File: src/rtl/exc_dec_pkg.sv
// Shared definitions for the LEGv8 main decoder: opcodes, exception status codes,
// controller states and the packed datapath control bus.
package exc_dec_pkg;

  localparam logic [10:0] OP_ADD  = 11'h458;
  localparam logic [10:0] OP_SUB  = 11'h658;
  localparam logic [10:0] OP_AND  = 11'h450;
  localparam logic [10:0] OP_ORR  = 11'h550;
  localparam logic [10:0] OP_LDUR = 11'h7C2;
  localparam logic [10:0] OP_STUR = 11'h7C0;
  localparam logic [10:0] OP_MRS  = 11'h6A9;
  localparam logic [10:0] OP_ERET = 11'h6B4;
  localparam logic [7:0]  OP_CBZ_HI = 8'hB4;

  localparam logic [3:0] ES_NONE     = 4'b0000;
  localparam logic [3:0] ES_IRQ      = 4'b0001;
  localparam logic [3:0] ES_INVOP    = 4'b0010;
  localparam logic [3:0] ES_ERET_RUN = 4'b0011;

  typedef enum logic [1:0] {
    RUN     = 2'd0,
    FLUSH   = 2'd1,
    HANDLER = 2'd2
  } exc_state_e;

  typedef struct packed {
    logic [1:0] alusrc;
    logic       reg2loc;
    logic       memtoreg;
    logic       regwrite;
    logic       memread;
    logic       memwrite;
    logic       branch;
    logic [1:0] aluop;
  } ctrl_t;

endpackage

File: src/rtl/ctrl_table_dec.sv
// Pure combinational LEGv8 opcode table: opcode -> control bus, legality and ERET flag.
module ctrl_table_dec
  import exc_dec_pkg::*;
(
  input  logic [10:0] op,
  output ctrl_t       ctrl,
  output logic        valid_op,
  output logic        is_eret
);

  always_comb begin
    ctrl     = '0;
    valid_op = 1'b1;
    is_eret  = 1'b0;
    // CBZ owns a whole 8-bit prefix, so it is matched before the full-width table
    if (op[10:3] == OP_CBZ_HI) begin
      ctrl.reg2loc = 1'b1;
      ctrl.branch  = 1'b1;
      ctrl.aluop   = 2'b01;
    end else begin
      case (op)
        OP_ADD, OP_SUB, OP_AND, OP_ORR: begin
          ctrl.regwrite = 1'b1;
          ctrl.aluop    = 2'b10;
        end
        OP_LDUR: begin
          ctrl.alusrc   = 2'b01;
          ctrl.memtoreg = 1'b1;
          ctrl.regwrite = 1'b1;
          ctrl.memread  = 1'b1;
        end
        OP_STUR: begin
          ctrl.reg2loc  = 1'b1;
          ctrl.alusrc   = 2'b01;
          ctrl.memwrite = 1'b1;
        end
        OP_MRS: begin
          ctrl.reg2loc  = 1'b1;
          ctrl.alusrc   = 2'b10;
          ctrl.regwrite = 1'b1;
          ctrl.aluop    = 2'b01;
        end
        OP_ERET: begin
          ctrl.branch = 1'b1;
          ctrl.aluop  = 2'b01;
          is_eret     = 1'b1;
        end
        default: valid_op = 1'b0;
      endcase
    end
  end

endmodule

File: src/rtl/exc_main_decoder.sv
// Registered LEGv8 main decoder with exception controller (RUN -> FLUSH -> HANDLER -> RUN).
// External interrupt support is compiled in when EXC_IRQ_EN is defined.
module exc_main_decoder
  import exc_dec_pkg::*;
#(
  parameter int OP_W      = 11,
  parameter int PC_W      = 64,
  parameter int NUM_IRQ   = 4,
  parameter int ESTATUS_W = 4
) (
  input  logic                 clk,
  input  logic                 reset,
  input  logic                 instr_valid,
  input  logic                 stall,
  input  logic [OP_W-1:0]      Op,
  input  logic [PC_W-1:0]      pc_i,
  input  logic [NUM_IRQ-1:0]   irq,
  output logic [1:0]           ALUSrc,
  output logic                 Reg2Loc,
  output logic                 MemtoReg,
  output logic                 RegWrite,
  output logic                 MemRead,
  output logic                 MemWrite,
  output logic                 Branch,
  output logic [1:0]           ALUOp,
  output logic                 ERet,
  output logic                 exc_taken,
  output logic                 flush,
  output logic                 in_handler,
  output logic [ESTATUS_W-1:0] EStatus,
  output logic [PC_W-1:0]      ELR,
  output logic [NUM_IRQ-1:0]   irq_ack
);

  ctrl_t                dec_ctrl;
  logic                 dec_valid;
  logic                 dec_eret;
  logic                 vld_p0;
  logic                 irq_req;
  logic [NUM_IRQ-1:0]   irq_sel;

  exc_state_e           state_p1, state_nxt;
  ctrl_t                ctrl_p1, ctrl_nxt;
  logic                 eret_p1, eret_nxt;
  logic                 exc_p1, exc_nxt;
  logic [NUM_IRQ-1:0]   ack_p1, ack_nxt;
  logic [ESTATUS_W-1:0] es_p1, es_nxt;
  logic [PC_W-1:0]      elr_p1, elr_nxt;

  ctrl_table_dec u_table (
    .op       (Op[OP_W-1 -: 11]),
    .ctrl     (dec_ctrl),
    .valid_op (dec_valid),
    .is_eret  (dec_eret)
  );

  // Stage p0: an instruction is accepted only when not stalled and not flushing
  assign vld_p0 = instr_valid & ~stall & (state_p1 != FLUSH);

`ifdef EXC_IRQ_EN
  // Isolate the lowest set bit: lower index wins
  assign irq_req = |irq;
  assign irq_sel = irq & (~irq + NUM_IRQ'(1));
`else
  logic unused_irq;
  assign unused_irq = ^irq;
  assign irq_req    = 1'b0;
  assign irq_sel    = '0;
`endif

  always_comb begin
    state_nxt = state_p1;
    ctrl_nxt  = '0;
    eret_nxt  = 1'b0;
    exc_nxt   = 1'b0;
    ack_nxt   = '0;
    es_nxt    = es_p1;
    elr_nxt   = elr_p1;
    if (stall) begin
      ctrl_nxt = ctrl_p1;
      eret_nxt = eret_p1;
      exc_nxt  = exc_p1;
      ack_nxt  = ack_p1;
    end else begin
      case (state_p1)
        RUN: begin
          if (vld_p0 && !dec_valid) begin
            es_nxt    = ESTATUS_W'(ES_INVOP);
            elr_nxt   = pc_i;
            exc_nxt   = 1'b1;
            state_nxt = FLUSH;
          end else if (vld_p0 && dec_eret) begin
            es_nxt    = ESTATUS_W'(ES_ERET_RUN);
            elr_nxt   = pc_i;
            exc_nxt   = 1'b1;
            state_nxt = FLUSH;
          end else if (irq_req) begin
            es_nxt    = ESTATUS_W'(ES_IRQ);
            elr_nxt   = pc_i;
            exc_nxt   = 1'b1;
            ack_nxt   = irq_sel;
            state_nxt = FLUSH;
          end else if (vld_p0) begin
            ctrl_nxt = dec_ctrl;
          end
        end
        FLUSH: state_nxt = HANDLER;
        HANDLER: begin
          // No nesting: a bad opcode here only records status and becomes a bubble
          if (vld_p0 && !dec_valid) begin
            es_nxt = ESTATUS_W'(ES_INVOP);
          end else if (vld_p0) begin
            ctrl_nxt = dec_ctrl;
            if (dec_eret) begin
              eret_nxt  = 1'b1;
              state_nxt = RUN;
            end
          end
        end
        default: state_nxt = RUN;
      endcase
    end
  end

  // Stage p1: registered control bus and exception state
  always_ff @(posedge clk or negedge reset) begin
    if (!reset) begin
      state_p1 <= RUN;
      ctrl_p1  <= '0;
      eret_p1  <= 1'b0;
      exc_p1   <= 1'b0;
      ack_p1   <= '0;
      es_p1    <= '0;
      elr_p1   <= '0;
    end else begin
      state_p1 <= state_nxt;
      ctrl_p1  <= ctrl_nxt;
      eret_p1  <= eret_nxt;
      exc_p1   <= exc_nxt;
      ack_p1   <= ack_nxt;
      es_p1    <= es_nxt;
      elr_p1   <= elr_nxt;
    end
  end

  assign ALUSrc     = ctrl_p1.alusrc;
  assign Reg2Loc    = ctrl_p1.reg2loc;
  assign MemtoReg   = ctrl_p1.memtoreg;
  assign RegWrite   = ctrl_p1.regwrite;
  assign MemRead    = ctrl_p1.memread;
  assign MemWrite   = ctrl_p1.memwrite;
  assign Branch     = ctrl_p1.branch;
  assign ALUOp      = ctrl_p1.aluop;
  assign ERet       = eret_p1;
  assign exc_taken  = exc_p1;
  assign flush      = (state_p1 == FLUSH);
  assign in_handler = (state_p1 == HANDLER);
  assign EStatus    = es_p1;
  assign ELR        = elr_p1;
  assign irq_ack    = ack_p1;

endmodule

File: config.mk
export PLATFORM = sky130hd
export DESIGN_NAME = exc_main_decoder
export DESIGN_NICKNAME = d
export VERILOG_FILES = /design/src/rtl/exc_dec_pkg.sv /design/src/rtl/ctrl_table_dec.sv /design/src/rtl/exc_main_decoder.sv
export SDC_FILE = /design/constraint.sdc
export NUM_CORES = 1
export LEC_CHECK = 0
export ABC_CLOCK_PERIOD_IN_PS = 3300
export BUFFER_PORTS_ARGS = -buffer_cell sky130_fd_sc_hd__buf_2
export CAP_MARGIN = 15
export CORE_UTILIZATION = 49
export DETAILED_ROUTE_END_ITERATION = 10
export PLACE_DENSITY = 0.85
export SLEW_MARGIN = 20
export SYNTH_ARGS = -nofsm -noshare
export SYNTH_HDL_FRONTEND = slang
export SYNTH_SLANG_ARGS = --single-unit
File: constraint.sdc
create_clock -name clk -period 3.3 [get_ports clk]
set_input_delay 0.165 -clock clk [delete_from_list [all_inputs] [get_ports clk]]
set_output_delay 0.165 -clock clk [all_outputs]
set_load 0.005 [all_outputs]
== After elaboration in Yosys (flattened, before gate mapping) ==
Cells that the tools add are included.

* Register bits: 82
* Output and inout bits: 86
* Bits of input ports: 83
* Word-level logic and storage cells: 86

* Bitwise gates (word level): 3
* Multiplexer cells: 38
* Reduce and logical (&&, ||, !) cells: 15
* Eq/ne operators: 17

{| class="wikitable"
|+ Operators with widths
! cell !! number
|-
| $mux W64 || 2
|-
| $eq A11 B11 Y1 const B || 8
|-
| $mux W10 || 4
|-
| $pmux W10 S2 || 1
|-
| $mux W1 || 16
|-
| $mux W4 || 4
|-
| $mux W2 || 6
|-
| $eq A8 B8 Y1 const B || 1
|-
| $ne A2 B1 Y1 const B || 4
|-
| $pmux W2 S2 || 2
|-
| $pmux W4 S2 || 1
|-
| $reduce_or A8 Y1 || 1
|-
| $pmux W2 S3 || 1
|-
| $reduce_or A2 Y1 || 3
|-
| $reduce_or A6 Y1 || 1
|-
| $reduce_and A5 Y1 || 1
|-
| $reduce_and A4 Y1 || 1
|-
| $reduce_bool A2 Y1 || 2
|-
| $reduce_or A4 Y1 || 1
|-
| $mux W3 || 1
|-
| $ne A3 B3 Y1 const B || 1
|-
| $reduce_and A3 Y1 || 1
|-
| $and A1 B1 Y1 || 2
|-
| $eq A2 B1 Y1 const B || 1
|-
| other kinds (6) || 7
|}

== Logic depth before layout (Yosys ltp) ==
* Depth after elaboration: 8
* Gate-level depth with buffers: 7
* Gate-level depth less buffers: 5

== Cells and area by module ==
Synthesis repeated with hierarchy kept, for this count alone.

* Cell total of the unflattened synthesis: 219
* Area total of the unflattened synthesis: 3313.2 sq um

{| class="wikitable"
|+ By module, submodules not included
! module !! cells an instance !! seq. area each (sq um) !! times used !! area each (sq um)
|-
| exc_main_decoder || 191 || 2001.9 || 1 || 3062.9
|-
| ctrl_table_dec || 28 || 0.0 || 1 || 250.2
|}

== Worst setup path before layout ==
No wires, ideal clock.

* Kind: reg-to-reg
* Start: register state_p1[0]
* End: register elr_p1[0], in the netlist ELR[0]
* Cell stages (with the launch flop): 6
* Data arrival time: 1.525 ns
* Library setup time: 0.125 ns
* Slack: 1.650 ns
* Required time: 3.175 ns
* Clock period less this slack: 1.650 ns
* Buffers on the path: 2
* Cell sequence: dfrtp_1 > nor3b_2 > nand4b_4 > buf_12 > buf_12 > mux2_4

* Word-level cells in the longest chain between the ends: 5
* Elaborated cells between the ends (all ways): 8
* Those cells by class: eq/ne: 1; mux: 1; bitwise: 1; reduce/logical: 5

{| class="wikitable"
|+ Ends and longest elaborated chain
! element !! line !! source
|-
| from (decl) || exc_main_decoder.sv:42 || <nowiki>exc_state_e state_p1, state_nxt;</nowiki>
|-
| from (signal assigned) || exc_main_decoder.sv:136 || <nowiki>state_p1 <= state_nxt;</nowiki>
|-
| $ne A2 B1 Y1 || exc_main_decoder.sv:58 || <nowiki>assign vld_p0 = instr_valid & ~stall & (state_p1 != FLUSH);</nowiki>
|-
| $and A1 B1 Y1 || exc_main_decoder.sv:58 ||
|-
| $logic_and A1 B1 Y1 (on tied branches) || exc_main_decoder.sv:92, exc_main_decoder.sv:87 ||
|-
| $reduce_bool A2 Y1 (no line) || n/a ||
|-
| $reduce_and A3 Y1 (no line) || n/a ||
|-
| to (signal assigned) || exc_main_decoder.sv:142 || <nowiki>elr_p1 <= elr_nxt;</nowiki>
|-
| to (decl) || exc_main_decoder.sv:48 || <nowiki>logic [PC_W-1:0] elr_p1, elr_nxt;</nowiki>
|}

Parallel ways exist; a longest one is shown, timed or not.
A chain may end at the register's enable or synchronous reset.

== Worst setup path in the final report ==
* Start: register state_p1[0]
* End: register elr_p1[62], in the netlist ELR[62]

Same word-level chain as after synthesis.

==> results.tsv <==
metric	value	unit
fmax	0.540	GHz
vias in the first global route	2339	
endpoints failing setup	0	
RePlAce Congestion	0.831	
CTS max path bufs	2	
port buffer count	158	
YS warnings	0	
Place WS	1.22	ns
leading cell types in the layout, fill and taps excluded	157 x buf_2, 79 x dfrtp_1, 38 x mux2_4	
Min-Delay Path Class	primary input to async pin	
crit path DAT	2.07	ns
Worst EP required	3.51	ns
Inserted Clock Buffers	9	
Crit Reg-Reg Startpoint	state_p1[0]$_DFFE_PN0P_	
largest stage delay on the critical path	0.44	ns
internal reg-to-reg setup slack	1.45	ns
global-route wire length before repair	10700	um
Post-Syn Area	3440	um2
final worst slack	1.45	ns
Die Span Y	85.8	um
cell family with most CP delay	simple AND/OR/NAND/NOR gates	
Design Area, Final	4450	um2
CP Capture Type	flop	
failing checks	hold timing	
drt wl/cell	13.9	um
CP Max Fanout	33	
Total GRT Usage	18.8	%
met2 GRT Util	31.5	%
total negative slack	0	ns
post-synthesis sequential area ratio	57.5	%
status	finished, violations left	
count of different cell masters after synthesis	36	
Max Cap Violations	0	
clock-pin transition on the worst setup and hold timing paths	0.08	ns
worst hold margin	-0.0257	ns
pwr dens	810	nW/um2
H-Tree Level Count	3	
Via density	4.84	
crit-path cells	nor3b_2 -> nand4b_4 -> buf_4 -> mux2_4	
Skew-Pair Late Insertion Delay	0.33	ns
clk_skew	0.00772	ns
routed via count	2336	
initial antenna violation count	0	
DR pass1 iterations	7	
Detailed Place HPWL	4830	um
M3 GR Usage	5.00	%
VDD IR-drop max	0.000529	V
worst-margin pin slew	0.959	ns
r2r endpoint	ELR[62]$_DFFE_PN0P_	
Initial Util	50.6	%
Syn Inst Count	221	
fill cell count	507	
num rows	30	
CTS root buf	clkbuf_8	
global route hottest layer	met2	
worst rel slew slack	36.1	%
RSZ-0062 raised after global routing	no	
Reg2Reg Depth	4	
gr ovfl total	0	
commonest non-fill, non-tap cell in the layout	buf_2	
Clock Sinks	79	
share of cells above drive strength 1	63.6	%
Hold Vio Cnt, Final	14	
NumNets Final	465	
Post-CTS Setup Repair Bufs	0	
M1 GR Usage	23.1	%
CTS Hold Bufs	0	
post-synthesis register bit count	79	
die area	7360	um2
Max Slew Vio Count	0	
placed cell area	4230	um2
critical path startpoint category	flop	
Mapped Avg Cell Area	15.6	um2
static leakage	2.37	nW
Bufs and invs on worst path	1	
ant diodes	0	
Power Total	3.61	mW
final WL	6710	um
CP max-delay cell	dfrtp_1	
Post-DRT Antenna Nets	0	
Layout area overhead	29.4	%
kind of critical path	flop to flop	
TritonCTS clock tree	built	
Die X-Extent	85.8	um
core area	6790	um2
I/O Pins	169	
largest net degree at the start of global routing	80	
Iter 0 DRT Violations	64	
DRC Markers	0	
Final min period	1.85	ns
# resized after CTS	0	
Tcrit/Tclk final	56.2	%
## worst reg2reg max path: cells and delay by family, from the launching register on
kind | cells | cell delay (ns)
multiplexers | 1 | 0.37
buffers and inverters | 1 | 0.31
AND/OR/NAND/NOR | 2 | 0.62
flip-flops | 1 | 0.44
## synthesized netlist by cell type, drive strengths merged
master / number / share of area (%)
o21ai: 9 / 1.6
a32o: 2 / 0.58
nand3: 1 / 0.15
and4b: 1 / 0.40
nand2b: 2 / 0.36
nor3: 1 / 0.15
nand4b: 1 / 0.69
mux2: 64 / 25
nand2: 14 / 1.5
nand4: 1 / 0.18
dfrtp: 79 / 57
a22o: 2 / 0.51
o21a: 1 / 0.22
inv: 2 / 0.22
a21o: 3 / 0.65
a31oi: 1 / 0.18
nand3b: 1 / 0.22
o31ai: 1 / 0.22
or2: 1 / 0.18
nor3b: 3 / 0.95
mux2i: 1 / 0.29
conb: 1 / 0.11
a21oi: 2 / 0.29
buf: 14 / 4.9
nor2: 4 / 0.44
o21bai: 2 / 0.44
nor2b: 1 / 0.18
o221ai: 1 / 0.25
nand4bb: 2 / 0.65
clkbuf: 1 / 0.11
and4bb: 2 / 0.73
## flip-flops by register name, summed over array words and instances, names as in the netlist
signal,count
ALUOp,2
ALUSrc,2
Branch,1
ELR,64
ERet,1
EStatus,2
MemWrite,1
MemtoReg,1
Reg2Loc,1
RegWrite,1
exc_taken,1
state_p1,2
## through the flow
| step | util [%] | hold WS [ns] | std cells |
|---|---|---|---|
| after CTS | 65.5 | 0.00450 | 483 |
| after global placement | 62.2 | 0.368 | 467 |
| after global routing | 65.5 | 0.0374 | 483 |
| after floorplan | - | -0.131 | 226 |
| after detailed placement | 62.2 | 0.384 | 467 |
| final | 65.5 | -0.0257 | 483 |
## cell families after synthesis
group	synth area share, %
AND/OR/NAND/NOR	6.80
flip-flops	57.5
AO/OA/AOI/OAI	4.99
other	0.109
buffers and inverters	5.20
multiplexers	25.4
## power by group
group	total [mW]	internal (mW)	switching, mW
clock	0.780	0.447	0.333
sequential	1.59	1.38	0.214
combinational	1.23	0.803	0.430
## layout make-up
| type | count | area, um2 | share of cell area, % |
|---|---|---|---|
| flip-flops and latches | 79 | 1980 | 44.4 |
| clock buffers | 11 | 141 | 3.18 |
| well taps | 96 | 120 | 2.70 |
| clock inverters | 5 | 81.3 | 1.83 |
| multi-input cells | 130 | 1300 | 29.2 |
| inverters | 2 | 7.51 | 0.169 |
| repair buffers | 160 | 821 | 18.4 |
## worst max path at each step
stage,startpoint,to,slack (ns),depth (start not counted)
after CTS,state_p1[0]$_DFFE_PN0P_,ELR[57]$_DFFE_PN0P_,1.44,4
after global placement,Op[4],ELR[63]$_DFFE_PN0P_,1.28,7
final,state_p1[0]$_DFFE_PN0P_,ELR[62]$_DFFE_PN0P_,1.45,4
after detailed placement,Op[5],ELR[20]$_DFFE_PN0P_,1.22,6
after floorplan,state_p1[0]$_DFFE_PN0P_,ELR[0]$_DFFE_PN0P_,1.65,5
after global routing,state_p1[0]$_DFFE_PN0P_,ELR[59]$_DFFE_PN0P_,1.34,4
## metal layers
layer	share of wire [%]	wire length [um]	up-vias
met5	0	0	-
met4	1.5	99	0
met3	5.8	391	10
met2	49	3300	112
met1	43	2920	1115
li1	-	-	1099
Note: power is estimated with default switching activity, not from simulation.
